`src/rtl/osc_pkg.sv`:
```
// Shared types and constants for the oscillator voice sequencer.
package osc_pkg;

  localparam int unsigned SAMPLE_W   = 24;
  localparam logic [23:0] PHASE_WRAP = 24'd48000 << 8;
  localparam logic [23:0] FREQ_MAX   = 24'hBB7FFF;

  typedef struct packed {
    logic        en;
    logic [23:0] freq;
    logic [15:0] gain;
  } voice_cfg_t;

  typedef enum logic [3:0] {
    S_IDLE,
    S_ADV,
    S_WSTART,
    S_WWAIT,
    S_GMUL,
    S_GW1,
    S_GW2,
    S_NEXT,
    S_OUT
  } state_t;

  // Frequencies at or above 48000 Hz would need more than one wrap per step.
  function automatic logic [23:0] clamp_freq(input logic [23:0] f);
    return (f > FREQ_MAX) ? FREQ_MAX : f;
  endfunction

  // One phase step; both operands are below the wrap point, so one subtract is enough.
  function automatic logic [23:0] phase_step(input logic [23:0] ph, input logic [23:0] inc);
    logic [24:0] s;
    s = {1'b0, ph} + {1'b0, inc};
    if (s >= {1'b0, PHASE_WRAP}) begin
      s = s - {1'b0, PHASE_WRAP};
    end
    return s[23:0];
  endfunction

endpackage

```
`src/rtl/osc_voice_regs.sv`:
```
// Per-voice configuration and phase storage: one config write port, one phase
// write port and one read port, the latter two indexed by the voice being served.
module osc_voice_regs
  import osc_pkg::*;
#(
  parameter int unsigned NUM_VOICES = 4,
  parameter int unsigned VW         = 2
) (
  input  logic          clk,
  input  logic          rst,
  input  logic          cfg_we,
  input  logic [VW-1:0] cfg_voice,
  input  logic          cfg_en,
  input  logic [23:0]   cfg_freq,
  input  logic [15:0]   cfg_gain,
  input  logic          ph_we,
  input  logic [23:0]   ph_wdata,
  input  logic [VW-1:0] rd_voice,
  output logic          rd_en,
  output logic [23:0]   rd_freq,
  output logic [15:0]   rd_gain,
  output logic [23:0]   rd_phase
);

  voice_cfg_t  cfg_q   [NUM_VOICES];
  logic [23:0] phase_q [NUM_VOICES];

  always_ff @(posedge clk) begin
    if (rst) begin
      for (int unsigned i = 0; i < NUM_VOICES; i++) begin
        cfg_q[i]   <= '0;
        phase_q[i] <= '0;
      end
    end else begin
      if (cfg_we && (32'(cfg_voice) < NUM_VOICES)) begin
        cfg_q[cfg_voice] <= '{en: cfg_en, freq: clamp_freq(cfg_freq), gain: cfg_gain};
      end
      if (ph_we) begin
        phase_q[rd_voice] <= ph_wdata;
      end
    end
  end

  assign rd_en    = cfg_q[rd_voice].en;
  assign rd_freq  = cfg_q[rd_voice].freq;
  assign rd_gain  = cfg_q[rd_voice].gain;
  assign rd_phase = phase_q[rd_voice];

endmodule

```
`src/rtl/osc_voice_seq.sv`:
```
// Per-sample voice sequencer: advances each voice's phase, runs the waveform
// generator, scales by gain on the shared multiplier and mixes. OSC_MIX_SAT_EN selects a saturating mix.
module osc_voice_seq
  import osc_pkg::*;
#(
  parameter  int unsigned NUM_VOICES = 4,
  localparam int unsigned VW         = (NUM_VOICES > 1) ? $clog2(NUM_VOICES) : 1
) (
  input  logic          clk,
  input  logic          rst,
  input  logic          tick,
  input  logic          cfg_we,
  input  logic [VW-1:0] cfg_voice,
  input  logic          cfg_en,
  input  logic [23:0]   cfg_freq,
  input  logic [15:0]   cfg_gain,
  output logic          wave_start,
  output logic [15:0]   wave_x,
  input  logic          wave_finish,
  input  logic [23:0]   wave_y,
  input  logic [31:0]   wave_mult_a,
  input  logic [31:0]   wave_mult_b,
  output logic [31:0]   mult_a,
  output logic [31:0]   mult_b,
  input  logic [63:0]   mult_p,
  output logic [23:0]   mix,
  output logic          mix_valid,
  output logic          overrun
);

  localparam int unsigned ACC_W = SAMPLE_W + VW;

  state_t                    state;
  logic [VW-1:0]             v;
  logic signed [ACC_W-1:0]   acc;
  logic signed [23:0]        y_q;
  logic                      rd_en;
  logic [23:0]               rd_freq;
  logic [15:0]               rd_gain;
  logic [23:0]               rd_phase;
  logic [23:0]               ph_next_c;
  logic                      ph_we_c;
  logic [23:0]               mix_c;

  osc_voice_regs #(
    .NUM_VOICES (NUM_VOICES),
    .VW         (VW)
  ) u_regs (
    .clk       (clk),
    .rst       (rst),
    .cfg_we    (cfg_we),
    .cfg_voice (cfg_voice),
    .cfg_en    (cfg_en),
    .cfg_freq  (cfg_freq),
    .cfg_gain  (cfg_gain),
    .ph_we     (ph_we_c),
    .ph_wdata  (ph_next_c),
    .rd_voice  (v),
    .rd_en     (rd_en),
    .rd_freq   (rd_freq),
    .rd_gain   (rd_gain),
    .rd_phase  (rd_phase)
  );

  assign ph_next_c = phase_step(rd_phase, rd_freq);
  assign ph_we_c   = (state == S_ADV) && rd_en;

`ifdef OSC_MIX_SAT_EN
  localparam logic signed [ACC_W-1:0] MIX_MAX = ACC_W'(24'sh7FFFFF);
  localparam logic signed [ACC_W-1:0] MIX_MIN = ACC_W'(24'sh800000);

  always_comb begin
    mix_c = acc[23:0];
    if (acc > MIX_MAX) begin
      mix_c = 24'h7FFFFF;
    end else if (acc < MIX_MIN) begin
      mix_c = 24'h800000;
    end
  end
`else
  logic unused_acc_hi;
  assign mix_c         = acc[23:0];
  assign unused_acc_hi = ^acc[ACC_W-1:24];
`endif

  // Product is a signed Q0.16-scaled sample; only bits 39:16 are meaningful.
  logic unused_mult_p;
  assign unused_mult_p = ^{mult_p[63:40], mult_p[15:0]};

  // Shared multiplier mux: generator owns it while it runs, gain scaling in GMUL.
  always_comb begin
    mult_a = '0;
    mult_b = '0;
    case (state)
      S_WWAIT: begin
        mult_a = wave_mult_a;
        mult_b = wave_mult_b;
      end
      S_GMUL: begin
        mult_a = 32'(y_q);
        mult_b = 32'(rd_gain);
      end
      default: ;
    endcase
  end

  always_ff @(posedge clk) begin
    if (rst) begin
      state      <= S_IDLE;
      v          <= '0;
      acc        <= '0;
      y_q        <= '0;
      wave_start <= 1'b0;
      wave_x     <= '0;
      mix        <= '0;
      mix_valid  <= 1'b0;
      overrun    <= 1'b0;
    end else begin
      wave_start <= 1'b0;
      mix_valid  <= 1'b0;
      overrun    <= tick && (state != S_IDLE);
      case (state)
        S_IDLE: begin
          if (tick) begin
            acc   <= '0;
            v     <= '0;
            state <= S_ADV;
          end
        end
        S_ADV: begin
          if (rd_en) begin
            wave_start <= 1'b1;
            wave_x     <= ph_next_c[23:8];
            state      <= S_WSTART;
          end else begin
            state <= S_NEXT;
          end
        end
        S_WSTART: state <= S_WWAIT;
        S_WWAIT: begin
          if (wave_finish) begin
            y_q   <= wave_y;
            state <= S_GMUL;
          end
        end
        S_GMUL: state <= S_GW1;
        S_GW1:  state <= S_GW2;
        S_GW2: begin
          acc   <= acc + ACC_W'($signed(mult_p[39:16]));
          state <= S_NEXT;
        end
        S_NEXT: begin
          if (v == VW'(NUM_VOICES - 1)) begin
            mix       <= mix_c;
            mix_valid <= 1'b1;
            state     <= S_OUT;
          end else begin
            v     <= v + VW'(1);
            state <= S_ADV;
          end
        end
        S_OUT:   state <= S_IDLE;
        default: state <= S_IDLE;
      endcase
    end
  end

endmodule

```
`config.mk`:
```
export PLATFORM = sky130hd
export DESIGN_NAME = osc_voice_seq
export DESIGN_NICKNAME = d
export VERILOG_FILES = /design/src/rtl/osc_pkg.sv /design/src/rtl/osc_voice_regs.sv /design/src/rtl/osc_voice_seq.sv
export SDC_FILE = /design/constraint.sdc
export NUM_CORES = 1
export LEC_CHECK = 0
export ABC_CLOCK_PERIOD_IN_PS = 8610
export CORE_UTILIZATION = 41
export DETAILED_ROUTE_END_ITERATION = 8
export PLACE_DENSITY_LB_ADDON = 0.1
export SYNTH_ARGS = -nofsm -noshare
export SYNTH_HDL_FRONTEND = slang
export SYNTH_SLANG_ARGS = --single-unit
```
`constraint.sdc`:
```
create_clock -name clk -period 8.61 [get_ports clk]
set_input_delay 0.861 -clock clk [delete_from_list [all_inputs] [get_ports clk]]
set_output_delay 0.861 -clock clk [all_outputs]
set_load 0.005 [all_outputs]
```
; ---- After elaboration in Yosys (flattened, before gate mapping)
; Memories as Yosys holds them, arrays and structs flattened. A register that Yosys moved wholly into a read port is not among the register bits.
; Index checks and enable logic that the tools add are counted.
[classes]
add_sub_neg = 4
order_cmp = 2
n_eq_ne = 11
n_mux = 34
bitwise = 2
reduce_logical = 16
[op_table]
columns = op, count
row1 = $pmux W32 S2, 2
row2 = $mux W24, 3
row3 = $pmux W26 S2, 1
row4 = $mux W41, 1
row5 = $reduce_or A41 Y1, 1
row6 = $pmux W4 S8, 1
row7 = $add A26 B24 Y26, 1
row8 = $mux W26, 1
row9 = $add A24 B24 Y25, 1
row10 = $ge A25 B24 Y1 const B, 1
row11 = $gt A24 B24 Y1 const B, 1
row12 = $reduce_or A24 Y1, 1
row13 = $sub A24 B24 Y24 const B, 1
row14 = $eq A4 B3 Y1 const B, 4
row15 = $mux W2, 8
row16 = $mux W1, 12
row17 = $mux W4, 3
row18 = $reduce_and A2 Y1, 5
row19 = $eq A4 B2 Y1 const B, 2
row20 = $ne A2 B2 Y1 const B, 3
row21 = $eq A4 B1 Y1 const B, 1
row22 = $logic_not A4 Y1, 1
row23 = $pmux W2 S2, 1
row24 = $reduce_bool A2 Y1, 2
row25 = 8 further kinds, 11
[word_totals]
regBits = 99
ram_bits = 260
in_bits = 200
out_inout_bits = 107
word_cells = 80
n_memories = 2
[memory_table]
columns = name, depth, width, rd, rd_ports_with_merged_regs, wr, line
row1 = u_regs.cfg_q, 4, 41, 1, 1, 4, osc_voice_regs.sv:25  ; voice_cfg_t cfg_q [NUM_VOICES];
row2 = u_regs.phase_q, 4, 24, 1, 1, 4, osc_voice_regs.sv:26  ; logic [23:0] phase_q [NUM_VOICES];

; ---- Longest topological paths before layout
; Gate-level depths: netlist (run 1).
[logic_depth]
ltp_word = 7
mapped_depth = 21

; ---- Modules after synthesis
; A second synthesis (run 1) with hierarchy kept.
[hier_totals]
cells_unflattened = 1605
area_unflattened_um2 = 18265.0
[modules_own_cells]
columns = mod, instances, cells_each, area_per_inst_um2, seq_area_each_um2
row1 = osc_voice_regs, 1, 730, 11582.4, 7807.5
row2 = osc_voice_seq, 1, 875, 6682.7, 1941.9

; ---- Worst setup path after synthesis (run 1)
; Ideal clock, no wire load.
[synth_timing]
path_type = register to register
from = register (tool-made name)
to = memory u_regs.phase_q[0][18] (data pin)
setup_time_ns = 0.269
arrival_ns = 5.414
setup_slack_ns = 2.927
path_stages_with_launch = 22
n_path_buf = 4
period_less_slack_ns = 5.683
cell_sequence = dfxtp_1 buf_1 clkbuf_1 buf_1 mux4_2 ha_1 inv_1 fa_1 nand2b_1 a21oi_1 or3_1 buf_6 nand3_1 o21a_1 ha_1 nand2b_1 mux2_2 a2111oi_4 o21ai_1 a21oi_1 xnor2_1 nor2_1
[synth_rtl]
columns = element, line
row1 = to (decl), osc_voice_regs.sv:26

==> summary.txt, run 1 <==
Floorplanning
  • Width of the chip: between 200 and 250 microns
  • Effective utilization at floorplan: 0.415
  • Area of the die: 44400 sq um
  • DIE HEIGHT: 211 microns
  • Num ports: 307
  • Number of rows created at floorplan: 76
  • Standard cell core area: about 43000 sq um

STA
  • Highest achievable clock rate: between 150 and 200 MHz
  • Final setup vio count: 0
  • Accumulated negative setup slack: 0 ns
  • Slack of the critical path: 3.07 ns
  • Tcrit/Tclk final: 0.643
  • Period minus WS final: 5.54 ns
  • Worst max-slew margin expressed relative to the limit: 0.182
  • Final hold vios: 0
  • Final count of pins violating max slew: 0
  • Transition time at the pin with the least slew margin: between 1 and 1.5 ns
  • Final setup skew: between 0.02 and 0.025 ns
  • Setup repair after global routing missed its margin: no

Route
  • Average wire per standard cell: around 20 microns
  • DR vias/cell: between 5 and 6
  • Count of nets left with antenna violations after detail routing: 0
  • Post-route DRC violation count: 0
  • DRT Pass-1 Iters: 5
  • Total via count after detailed routing: 13.0k
  • Routed wire length: a little under 50000 microns
  • Starting DRC count in detailed routing: roughly 700

Worst setup path
  • Critical Setup Path Class: reg -> reg
  • WP data arrival: a little under 6 ns
  • Element type at the critical path end: flip-flop
  • Maximum fanout encountered on the critical timing path: 24
  • Worst setup SP type: flip-flop
  • CP required: about 8.9 ns

Pwr
  • PwrDens: 195 nW/um^2
  • Switching power: about 1100 uW
  • Share of power burned in combinational logic: 0.160
  • Clock power frac: 0.387
  • Switching power share of the total: 0.260
  • Sequential cell fraction of total power: 0.453
  • Internal power: 3240 uW
  • Leakage Power: just over 0.008 uW
  • VDD IR max: 0.000147 V

Logic synthesis
  • Post-synth cell types: 86
  • EDFF count, synth: 260
  • Seq cells post-synth: 359
  • Most common flop cell mapped by yosys: sky130_fd_sc_hd__edfxtp_1
  • Cell type with the largest total area after synthesis: sky130_fd_sc_hd__edfxtp_1
  • Fraction of synthesis flops using an asynchronous set or reset pin: 0
  • Cell count after synthesis: 1584
  • Ranking of synthesized cells by instance count: sky130_fd_sc_hd__nor2_1 (272), sky130_fd_sc_hd__edfxtp_1 (260), sky130_fd_sc_hd__nand2_1 (175)
  • Net count of the mapped netlist: 1835
  • Mean Syn Cell Area: between 10 and 15 sq um
  • YS warnings: 0
  • Fraction of synthesized cell area taken by the top area cell type: 0.437
  • Area contributors post-synth: sky130_fd_sc_hd__edfxtp_1 (44%), sky130_fd_sc_hd__dfxtp_1 (11%), sky130_fd_sc_hd__mux4_2 (8.2%), sky130_fd_sc_hd__nor2_1 (5.7%), sky130_fd_sc_hd__nand2_1 (3.7%)
  • Synth Cell Area: 17900 sq um
  • Fraction of the yosys area taken by sequential cells: 0.548
  • Cell with the most instances after synthesis: sky130_fd_sc_hd__nor2_1

Place
  • Worst setup slack before clock tree synthesis: a little under 3 ns
  • Final HPWL DP: 32800 microns
  • Count of port buffers added during placement: between 200 and 300
  • Number of placed instances with taps included: about 2.4k
  • Final RePlAce weighted congestion: between 0.8 and 0.9

Hold path
  • Class of the tightest hold or removal check: reg -> reg
  • Worst min-delay path startpoint: mix[8]

Clocking
  • Count of hold buffers inserted by post-cts repair: 0
  • TritonCTS clock tree: done
  • Buffer count from post-CTS setup fixing: 0
  • Count of cells resized by post-cts repair: 0
  • Number of clock sinks: 359
  • Clock root buffer master: sky130_fd_sc_hd__clkbuf_16
  • Htree depth: 2
  • Number of buffers between clock root and the deepest sink: 3
  • Register clock-pin slew on the reported worst setup and hold paths: around 0.06 ns
  • Number of clock buffers inserted by TritonCTS: 40
  • Worst skew pair latency: ~0.56 ns

GRT
  • Largest net degree at the start of global routing: 85
  • Initial antenna violation count: 4
  • Via count of the first global-routing pass: between 10k and 15k
  • Gr ovfl total: 0
  • Global routing usage summed across all routing layers: 0.222
  • First-pass GRT wire length: approximately 76000 microns

Run
  • Max_cap viols: 0

Cells and area
  • Total area of sequential cells: between 9000 and 10000 sq um
  • Total number of nets in the final design: 2074
  • Post-Route Utilization: 0.520
  • Number of filler instances in the final layout: ~3.8k
  • Growth of design area from synthesis to finish: 25.4%
  • Share of layout cells above drive strength 1: 0.110
  • Number of cells in the finished layout apart from fillers: roughly 2.4k
  • Multi-input gate area in the final layout: ~7700 sq um

Outcome
  • Outcome: finished, final reports clean
registers in the layout, summed over array words and instances, names as in the netlist, named ones only:
signal / count
acc: 24
mix: 24
mix_valid: 1
overrun: 1
state: 4
u_regs.cfg_q: 164
u_regs.phase_q: 96
v: 2
wave_start: 1
wave_x: 16
y_q: 24
path summary, 6_finish.rpt:
kind | endpoint | slack (ns) | cells after the start
max | u_regs.phase_q[2][16] | 3.07 | 18
min | mix[8] | 0.45 | 2
max reg2reg | u_regs.phase_q[2][16] | 3.07 | 18
min reg2reg | mix[8] | 0.45 | 2
cells by family (layout without fill, tap and decap cells):
kind of cell	after synthesis	count (layout)	share of synthesized area
and+or+nand+nor	668	668	0.171
DFF	359	359	0.548
AOI/OAI and AO/OA	287	287	0.116
buffers and inverters	109	377	0.0235
muxes	68	68	0.0837
adders and majority gates	51	51	0.0365
xor gates and xnor gates	42	42	0.0218
other	0	1	0
power groups by stage:
stage          combinational [uW]  clock (uW)  sequential, uW
2_1_floorplan                 438           0            2010
5_1_grt                       764        1800            1990
6_report                      699        1700            1990
3_3_place_gp                  693           0            2020
4_1_cts                       703        1740            1990
3_5_place_dp                  699           0            2020
layout make-up:
| type | instances | share of cell area |
|---|---|---|
| flip-flops and latches | 359 | 0.437 |
| multi-input cells | 1116 | 0.344 |
| repair buffers | 289 | 0.126 |
| clock buffers | 48 | 0.0474 |
| well taps | 585 | 0.0327 |
| clock inverters | 23 | 0.00966 |
| inverters | 17 | 0.00285 |
| diodes | 1 | 0.000112 |
layout by cell type (no fill, tap or decap), types with 6 or more instances in the layout:
cell type and count:
sky130_fd_sc_hd__nand2_1 175, sky130_fd_sc_hd__dfxtp_1 97, sky130_fd_sc_hd__o21ai_1 6, sky130_fd_sc_hd__nor3_1 15, sky130_fd_sc_hd__a22o_1 39, sky130_fd_sc_hd__and2_1 78, sky130_fd_sc_hd__inv_1 16, sky130_fd_sc_hd__clkdlybuf4s50_1 265
sky130_fd_sc_hd__clkbuf_16 41, sky130_fd_sc_hd__nand2b_2 7, sky130_fd_sc_hd__nand3_1 33, sky130_fd_sc_hd__a22oi_1 6, sky130_fd_sc_hd__or3_1 13, sky130_fd_sc_hd__ha_1 49, sky130_fd_sc_hd__clkinv_1 7, sky130_fd_sc_hd__xor2_1 15
sky130_fd_sc_hd__a211oi_2 9, sky130_fd_sc_hd__o31ai_1 6, sky130_fd_sc_hd__o211ai_1 8, sky130_fd_sc_hd__xnor2_1 24, sky130_fd_sc_hd__clkinv_2 9, sky130_fd_sc_hd__a21o_1 17, sky130_fd_sc_hd__buf_4 24, sky130_fd_sc_hd__o21ai_0 15
sky130_fd_sc_hd__nand2b_1 12, sky130_fd_sc_hd__nor2_1 272, sky130_fd_sc_hd__a21oi_1 108, sky130_fd_sc_hd__and3_1 23, sky130_fd_sc_hd__o21a_1 12, sky130_fd_sc_hd__edfxtp_1 260, sky130_fd_sc_hd__clkbuf_1 6, sky130_fd_sc_hd__mux4_2 65
sky130_fd_sc_hd__a31oi_1 6, sky130_fd_sc_hd__a211oi_1 10
metal layers:
layer | up-vias | GRT usage | part of all wire
li1 | 6268 | - | -
met1 | 6354 | 0.285 | 0.43
met2 | 350 | 0.384 | 0.50
met3 | 66 | 0.0500 | 0.059
met4 | 6 | 0.0452 | 0.017
met5 | - | 0 | 0.00092
worst max-delay path, stage by stage, from the launching register on:
cell	delay [ns]
sky130_fd_sc_hd__dfxtp_4	0.61
sky130_fd_sc_hd__buf_4	0.52
sky130_fd_sc_hd__mux4_2	0.34
sky130_fd_sc_hd__ha_1	0.19
sky130_fd_sc_hd__inv_1	0.06
sky130_fd_sc_hd__fa_1	0.39
sky130_fd_sc_hd__nand2b_1	0.17
sky130_fd_sc_hd__a21oi_1	0.47
sky130_fd_sc_hd__a21oi_1	0.17
sky130_fd_sc_hd__a311oi_1	0.30
sky130_fd_sc_hd__o21a_1	0.22
sky130_fd_sc_hd__ha_1	0.24
sky130_fd_sc_hd__nand2b_1	0.07
sky130_fd_sc_hd__mux2_2	0.30
sky130_fd_sc_hd__o211ai_1	0.13
sky130_fd_sc_hd__a41oi_2	0.11
sky130_fd_sc_hd__a21oi_2	0.28
sky130_fd_sc_hd__mux2i_1	0.57
sky130_fd_sc_hd__nor3_1	0.11
metrics by stage:
stage / power [uW] / hold WS (ns) / instance area, sq um
global route: 4560 / 0.482 / 22400
floorplan: 2450 / 0.437 / 17900
global placement: 2710 / 0.442 / 21100
finish: 4380 / 0.451 / 22400
CTS: 4430 / 0.456 / 22400
detailed placement: 2720 / 0.448 / 21100
Power figures use the tool's default switching activity.
==> run 2, diff against run 1 <==
Settings changed: ABC_CLOCK_PERIOD_IN_PS 8610 to 5700.
Clock period 8.61 ns to 5.7 ns, I/O delays scaled along.
==> run 2 against run 1 <==
Power increased by 52%. Sequential cell count unchanged. Global-route usage shrank 0.090 points. Sequential power grew 51%. Clock-buffer cell count up 4. Clock skew shrank 0.0052 ns. Register-to-register slack got worse by 2.4 ns. Final cell count rose by 0.90%. Core utilization rose by 0.49 points. Highest routed layer unchanged.
==> summary.txt, run 2 (synthesis gave the netlist of run 1 again) <==
GRT
  • Global routing usage summed across all routing layers: 0.221
  • First-pass GRT wire length: ~75000 microns
  • Gr ovfl total: 0
  • Via count of the first global-routing pass: ~13k
  • Largest net degree at the start of global routing: 89
  • Initial antenna violation count: 2

Floorplanning
  • Width of the chip: 211 microns
  • Standard cell core area: about 43000 sq um
  • Area of the die: ~44000 sq um
  • Effective utilization at floorplan: 0.415
  • DIE HEIGHT: around 210 microns
  • Num ports: approximately 300
  • Number of rows created at floorplan: 76

Cells and area
  • Commonest non-fill, non-tap cell in the layout: sky130_fd_sc_hd__nor2_1
  • Number of filler instances in the final layout: about 3.8k
  • Highest-count cells in the layout ignoring fill and taps: sky130_fd_sc_hd__nor2_1 (272), sky130_fd_sc_hd__clkdlybuf4s50_1 (265), sky130_fd_sc_hd__edfxtp_1 (260)
  • Share of layout cells above drive strength 1: 0.118
  • Total number of nets in the final design: approximately 2.1k
  • Growth of design area from synthesis to finish: 26.6%
  • Register containing the most flip-flops in the final layout: u_regs.cfg_q
  • Registers with the highest flip-flop counts: u_regs.cfg_q (164), u_regs.phase_q (96)
  • Max reg flops: between 150 and 200

STA
  • Highest achievable clock rate: slightly below 200 MHz
  • Worst max-slew margin expressed relative to the limit: 0.300
  • Final setup vio count: 0
  • Setup repair after global routing missed its margin: no
  • Final count of pins violating max slew: 0
  • Transition time at the pin with the least slew margin: about 1.0 ns
  • Tcrit/Tclk final: 0.882
  • Final hold vios: 0
  • Period minus WS final: approximately 5.0 ns
  • Final setup skew: approximately 0.019 ns
  • Accumulated negative setup slack: 0 ns

Pwr
  • PwrDens: between 200 and 300 nW/um^2
  • Leakage Power: roughly 0.008 uW
  • VDD IR max: about 0.0002 V
  • Total power draw: approximately 6600 uW

Worst setup path
  • Length in cells of the worst reg-to-reg path: 16
  • Maximum fanout encountered on the critical timing path: 15
  • Worst setup SP type: flip-flop
  • CP required: roughly 6.0 ns
  • Delay contributed by the slowest stage of the critical path: 0.56 ns
  • Worst setup path end: u_regs.phase_q[2][18]
  • Ordered cell list for the critical path: buf_12 > mux4_2 > ha_1 > a21oi_2 > a211oi_4 > a21oi_2 > o31ai_4 > xor2_1 > ha_1 > nand2_1 > mux2_2 > a2111oi_4 > o21ai_1 > a21oi_1 > xnor2_1 > nor2_1
  • Endpoint of the lowest-slack register-to-register path: u_regs.phase_q[2][18]
  • Worst-path cell with the longest stage delay: sky130_fd_sc_hd__dfxtp_4
  • Critical Setup Path Class: reg -> reg
  • WP data arrival: around 5.3 ns
  • Register-to-Register Setup Slack: 0.67 ns
  • Element type at the critical path end: flip-flop

Clocking
  • Buffer count from post-CTS setup fixing: 0
  • Register clock-pin slew on the reported worst setup and hold paths: ~0.060 ns
  • Worst skew pair latency: 0.56 ns
  • Count of hold buffers inserted by post-cts repair: 0
  • Count of cells resized by post-cts repair: 0
  • Clock root buffer master: sky130_fd_sc_hd__clkbuf_16
  • TritonCTS clock tree: done
  • Htree depth: 2
  • Number of clock buffers inserted by TritonCTS: just over 40
  • Number of buffers between clock root and the deepest sink: 3
  • Number of clock sinks: 359

Route
  • Average wire per standard cell: roughly 20 microns
  • Post-route DRC violation count: 0
  • Total via count after detailed routing: about 13k
  • DR vias/cell: roughly 5.3
  • DRT Pass-1 Iters: 5
  • Starting DRC count in detailed routing: ~850
  • Count of nets left with antenna violations after detail routing: 0
  • Routed wire length: 48900 microns

Hold path
  • Class of the tightest hold or removal check: in -> reg
  • Worst hold path depth: 2

Place
  • Count of port buffers added during placement: 266
  • Final HPWL DP: roughly 33000 microns
  • Final RePlAce weighted congestion: 0.891

Run
  • Max_cap viols: 0

Outcome
  • Outcome: finished, final reports clean
==> run 2: routing by layer <==
| layer | routed length (microns) | share of wire | GRT usage | vias to the layer above |
|---|---|---|---|---|
| met5 | 12 | 0.00025 | 0 | - |
| met3 | 2930 | 0.060 | 0.0450 | 70 |
| met4 | 1110 | 0.023 | 0.0575 | 2 |
| met1 | 21100 | 0.43 | 0.289 | 6425 |
| met2 | 23800 | 0.49 | 0.374 | 361 |
| li1 | - | - | - | 6299 |
==> run 2: stage by stage <==
stage          setup slack [ns]  area, sq um  hold WS, ns  utilization  std cells
6_report                  0.674        22600        0.404        0.525       2460
5_1_grt                   0.250        22600        0.400        0.525       2459
4_1_cts                   0.663        22600        0.368        0.525       2459
2_1_floorplan            0.0171        17900        0.437            -       1584
3_3_place_gp              0.690        21300        0.435        0.495       2384
3_5_place_dp              0.689        21300        0.436        0.495       2384
==> run 2: power breakdown <==
| part | switching [uW] | total (uW) | internal [uW] |
|---|---|---|---|
| Combinational | 622 | 1080 | 460 |
| Clock | 1080 | 2570 | 1490 |
| Sequential | 46.7 | 3000 | 2950 |
| Total | 1750 | 6650 | 4900 |
==> run 2: worst max-delay path: cells and delay by family, from the launching register on <==
kind,cells,cell delay (ns)
xor gates and xnor gates,2,0.64
buffers and inverters,1,0.24
AOI/OAI and AO/OA,7,1.53
muxes,2,0.84
and+or+nand+nor,2,0.16
DFF,1,0.56
adders and majority gates,2,0.75
==> run 2: cell type report <==
| type | instances | area [sq um] | share of cell area |
|---|---|---|---|
| flip-flops and latches | 359 | 9790 | 0.433 |
| clock inverters | 23 | 181 | 0.00802 |
| clock buffers | 52 | 1120 | 0.0495 |
| multi-input cells | 1116 | 7700 | 0.340 |
| inverters | 17 | 63.8 | 0.00282 |
| well taps | 585 | 732 | 0.0324 |
| repair buffers | 307 | 3030 | 0.134 |
| diodes | 1 | 2.50 | 0.000111 |
==> run 2: how the worst min path moves through the flow <==
stage,from,slack (ns),end
floorplan,y_q[23],0.44,y_q[23]
global placement,wave_x[13],0.44,wave_x[13]
detailed placement,wave_x[15],0.44,wave_x[15]
CTS,rst,0.37,wave_x[14]
global route,rst,0.40,wave_x[14]
finish,rst,0.40,wave_x[14]
